<file path="src/rtl/occupancy_counter_p.sv">
// Entry/exit occupancy counter: saturating up/down count from sensor rising edges, with status flags and sticky errors.
// Latency: an edge sampled on a clock updates c on that clock (1 cycle); 3 cycles with OCC_SYNC_EN defined. There is no backpressure.
module occupancy_counter_p #(
    parameter int WIDTH     = 4,
    parameter int CAPACITY  = 12,
    parameter int ALMOST_TH = 10
) (
    input  logic             clk,
    input  logic             reset,
    input  logic             z1,
    input  logic             z2,
    input  logic             err_clr,
    output logic [WIDTH-1:0] c,
    output logic             lleno,
    output logic             almost_full,
    output logic             empty,
    output logic             err_over,
    output logic             err_under
);

    if (CAPACITY > (2**WIDTH) - 1) begin : g_cap_chk
        $error("occupancy_counter_p: CAPACITY does not fit in WIDTH bits");
    end
    if (ALMOST_TH > CAPACITY) begin : g_th_chk
        $error("occupancy_counter_p: ALMOST_TH exceeds CAPACITY");
    end

    localparam logic [WIDTH-1:0] CAP_W = WIDTH'(CAPACITY);
    localparam logic [WIDTH-1:0] TH_W  = WIDTH'(ALMOST_TH);

    typedef enum logic [1:0] {
        S_EMPTY   = 2'd0,
        S_PARTIAL = 2'd1,
        S_FULL    = 2'd2
    } occ_state_e;

    logic [WIDTH-1:0] c_q, c_d;
    logic             z1_q, z2_q;
    logic             err_over_q, err_under_q;
    logic             z1_s, z2_s;
    logic             inc, dec, set_over, set_under;
    occ_state_e       state;

`ifdef OCC_SYNC_EN
    // Synchronizer flops reset high so a sensor held through reset never looks like an edge.
    logic [1:0] z1_sync_q, z2_sync_q;

    always_ff @(posedge clk) begin
        if (reset) begin
            z1_sync_q <= 2'b11;
            z2_sync_q <= 2'b11;
        end else begin
            z1_sync_q <= {z1_sync_q[0], z1};
            z2_sync_q <= {z2_sync_q[0], z2};
        end
    end

    assign z1_s = z1_sync_q[1];
    assign z2_s = z2_sync_q[1];
`else
    assign z1_s = z1;
    assign z2_s = z2;
`endif

    always_comb begin
        inc       = z1_s & ~z1_q;
        dec       = z2_s & ~z2_q;
        state     = (c_q == '0)    ? S_EMPTY :
                    (c_q == CAP_W) ? S_FULL  : S_PARTIAL;
        c_d       = c_q;
        set_over  = 1'b0;
        set_under = 1'b0;
        // Simultaneous entry and exit cancel out, even at the limits.
        if (inc && !dec) begin
            if (state == S_FULL) set_over = 1'b1;
            else                 c_d = c_q + WIDTH'(1);
        end else if (dec && !inc) begin
            if (state == S_EMPTY) set_under = 1'b1;
            else                  c_d = c_q - WIDTH'(1);
        end
    end

    always_ff @(posedge clk) begin
        if (reset) begin
            c_q         <= '0;
            z1_q        <= 1'b1;
            z2_q        <= 1'b1;
            err_over_q  <= 1'b0;
            err_under_q <= 1'b0;
        end else begin
            c_q         <= c_d;
            z1_q        <= z1_s;
            z2_q        <= z2_s;
            // A new error event outranks a clear in the same cycle.
            err_over_q  <= set_over  | (err_over_q  & ~err_clr);
            err_under_q <= set_under | (err_under_q & ~err_clr);
        end
    end

    assign c           = c_q;
    assign lleno       = (c_q == CAP_W);
    assign almost_full = (c_q >= TH_W);
    assign empty       = (c_q == '0);
    assign err_over    = err_over_q;
    assign err_under   = err_under_q;

endmodule

</file>
<file path="config.mk">
export PLATFORM = sky130hd
export DESIGN_NAME = occupancy_counter_p
export DESIGN_NICKNAME = d
export VERILOG_FILES = /design/src/rtl/occupancy_counter_p.sv
export SDC_FILE = /design/constraint.sdc
export NUM_CORES = 1
export LEC_CHECK = 0
export ABC_AREA = 0
export CORE_AREA = 2 2 39 41
export CTS_CLUSTER_DIAMETER = 80
export DETAILED_ROUTE_END_ITERATION = 6
export DIE_AREA = 0 0 41 43
export GPL_TIMING_DRIVEN = 0
export PLACE_DENSITY = 0.76
export SLEW_MARGIN = 15
export SYNTH_ARGS = -nofsm -noshare
export SYNTH_HDL_FRONTEND = slang
export SYNTH_SLANG_ARGS = --single-unit
</file>
<file path="constraint.sdc">
create_clock -name clk -period 2.15 [get_ports clk]
set_clock_uncertainty 0.05 [all_clocks]
set_input_delay 0.43 -clock clk [delete_from_list [all_inputs] [get_ports clk]]
set_output_delay 0.43 -clock clk [all_outputs]
set_load 0.05 [all_outputs]
</file>
==> metrics.md <==
| Metric | Value |
|---|---|
| Cells after synthesis | `58` |
| Comb power frac | `36.2%` |
| Vias per cell | `roughly 5.0` |
| Worst min path class | `in2reg` |
| Clock-pin slew of the registers on the worst-case setup and hold paths | `approximately 0.070 ns` |
| Post-Synth Adder-Cell Area | `12.7%` |
| Max Cap Viol | `0` |
| Die H | `roughly 43 um` |
| Post-layout minimum cycle time | `slightly above 2 ns` |
| Via Count | `460` |
| Post-Synth Simple-Gate Area | `approximately a quarter` |
| Die width | `a little over 40 um` |
| Sequential-to-total area share from yosys stat | `32.5%` |
| Total Power | `approximately 460 uW` |
| Int Power | `a little under 300 uW` |
| Hpwl dp | `~700 um` |
| Number of hold buffers added after cts | `0` |
| Post-synthesis mux area share | `under 10%` |
| Critical path class | `reg2reg` |
| Initial Utilization | `a little over a third` |
| Ports | `14` |
| Drt drc | `0` |
| CTS buffer count | `3` |
| Max stage delay cell, worst path | `or3_4` |
| Synth Area in XOR/XNOR | `under 10%` |
| Crit Path Max Fanout | `5` |
| Seq cells post-synth | `8` |
| RSZ-0062 raised after global routing | `no` |
| Core area | `about 1400 sq um` |
| Pleak | `roughly 0.00034 uW` |
| Grt ovf | `0` |
| Share of layout cells above drive strength 1 | `26.3%` |
| Crit. End Element | `flip-flop` |
| Hold Fails Final Rpt | `0` |
| Synth unique cells | `25` |
| Global-route wire length before repair | `approximately 1.7 mm` |
| Commonest non-fill, non-tap cell in the layout | `dfxtp_1` |
| Initial antenna violation count | `0` |
| Worst-path cell chain | `nand2b_1 -> ha_4 -> buf_6 -> or3_4 -> a211oi_4 -> nor2_4 -> o221ai_2 -> mux2_4` |
| Synth warn | `0` |
| Drt first pass iters | `4` |
| Switching share of power | `a little over a third` |
| Cell Pwr Density | `approximately 610 nW/um^2` |
| CTS root buffer | `clkbuf_4` |
| Slew headroom | `between 60% and 70%` |
| # nets final | `88` |
| Largest net degree at the start of global routing | `10` |
| Combinational family with the most area after synthesis | `simple AND/OR/NAND/NOR gates` |
| H-tree depth | `1` |
| Nature of the critical path startpoint | `flip-flop` |
| Slew Limit Fails | `0` |
| Area fraction of the dominant cell type after synthesis | `around 32%` |
| Gp weighted congestion | `between 0.7 and 0.8` |
| Psw | `approximately 160 uW` |
| DR WL/cell | `12.7 um` |
| Maximum vdd ir drop | `0.467 mV` |
| Iter 0 DRT Violations | `5` |
| Clock power frac | `a little over a quarter` |
| CTS sink count | `8` |
| Synth Area per Inst | `about 8.5 sq um` |
| Mapped cell area | `approximately 500 sq um` |
| DRT antenna net count | `0` |
| Status | `complete, no violations` |
| Worst skew pair latency | `between 0.2 and 0.3 ns` |
| CTS Buffer Depth | `2` |
| ANT cells | `0` |
| Die ar. | `roughly 1800 sq um` |
| Top cells by area, synth | `dfxtp_1, ha_1, xnor2_1` |
| Critical Path RT | `roughly 2.3 ns` |
| Period utilisation layout | `96.5%` |
| Data arrival time of the worst path | `between 2 and 2.5 ns` |
| Synth Net Count | `a little under 70` |
| GRT Util Overall | `15.0%` |
| Most frequent cells in the layout | `dfxtp_1, nor2_1, a21oi_1, clkdlybuf4s50_1` |
| Seq pwr share | `roughly 38%` |
| Setup violators final | `0` |
| Cell Count, Final, Fillers Out | `just over 90` |
| Final wirelength | `about 1.2 mm` |
| Synth area leader | `dfxtp_1` |
| Crit-path max cell delay | `0.34 ns` |
| CTS tree | `built` |
| Max frequency | `between 400 and 500 MHz` |
| Core Rows | `14` |
| Placed insts | `86` |
| Worst slew pin tran | `about 0.50 ns` |
| Vias in the first global route | `roughly 420` |
| Synth Area in Compound Gates | `16.0%` |
| Port Buffers | `12` |
| Area growth syn-to-layout | `53.0%` |
==> cell usage after synthesis <==
cell type	count
a21oi_1	5
a211oi_2	1
or2_2	2
nand2b_1	3
or3_1	1
nand2_1	4
nor2b_1	4
o221ai_2	1
nor4_1	1
nor3_1	1
a31oi_1	1
dfxtp_1	8
inv_1	3
clkbuf_1	1
ha_1	5
buf_2	1
o21ai_0	1
nand3_1	1
nor2_2	1
a211oi_1	1
nor2_1	6
mux2_4	1
nand3b_1	1
xnor2_1	3
o21a_1	1
==> per-layer routing <==
layer	global-route usage (%)	up-vias	wire, um
met5	0	-	0
met4	4.00	0	9
met3	9.95	2	64
met2	20.6	12	586
met1	18.8	211	508
li1	-	235	-
==> final timing paths <==
kind                     to  slack, ns  depth (start not counted)      start
hold reg to reg   err_under       0.43                          2  err_under
hold / removal         z2_q       0.37                          2         z2
setup / recovery       c[3]       0.07                          8       z2_q
setup reg to reg       c[3]       0.07                          8       z2_q
==> power by group through the flow <==
stage / Clock [uW] / Combinational, uW / Sequential (uW)
5_1_grt: 132 / 176 / 173
4_1_cts: 125 / 147 / 170
3_5_place_dp: 0 / 144 / 172
2_1_floorplan: 0 / 83.8 / 193
3_3_place_gp: 0 / 142 / 172
6_report: 120 / 165 / 171
==> cell type report <==
cell class | instances | area [sq um]
fillers | 124 | 629
multi-input cells | 45 | 379
flip-flops and latches | 8 | 160
repair buffers | 15 | 153
clock buffers | 3 | 22.5
well taps | 16 | 20.0
inverters | 3 | 11.3
plain buffers | 2 | 8.76
==> per-stage QoR <==
step	hold slack, ns	utilization, %	cell area (sq um)	TNS (ns)	worst slack, ns
floorplan	0.487	-	507	-0.0439	-0.0439
global placement	0.413	46.7	647	-0.922	-0.539
detailed placement	0.423	46.7	647	-1.16	-0.654
CTS	0.433	50.1	693	-0.155	-0.155
global route	0.375	54.5	754	0	0.00222
finish	0.369	54.5	754	0	0.0746
==> flip-flops by register name, indices dropped and copies added, names as in the netlist <==
register	cells
z2_q	1
c	4
z1_q	1
err_under	1
err_over	1
==> repair_timing <==
item | 4_1_cts | 5_1_grt
setup buffers | 1 | 2
pin swaps | 2 | 3
setup endpoints to repair | 4 | 7
resized for setup | 6 | 12
==> worst max-delay path, delay by kind of cell, from the launching register on <==
kind / cells / cell delay, ns
AO/OA/AOI/OAI: 2 / 0.38
multiplexers: 1 / 0.31
flip-flops: 1 / 0.29
AND/OR/NAND/NOR: 3 / 0.62
buffers and inverters: 1 / 0.12
adder cells (fa/ha/maj): 1 / 0.20
==> cell families (layout without fill, tap and decap cells) <==
group	count (synthesis)	in the layout
and+or+nand+nor	25	25
adders and majority gates	5	5
buffers and inverters	5	23
muxes	1	1
DFF	8	8
xor gates and xnor gates	3	3
AOI/OAI and AO/OA	11	11
Power figures use the tool's default switching activity.
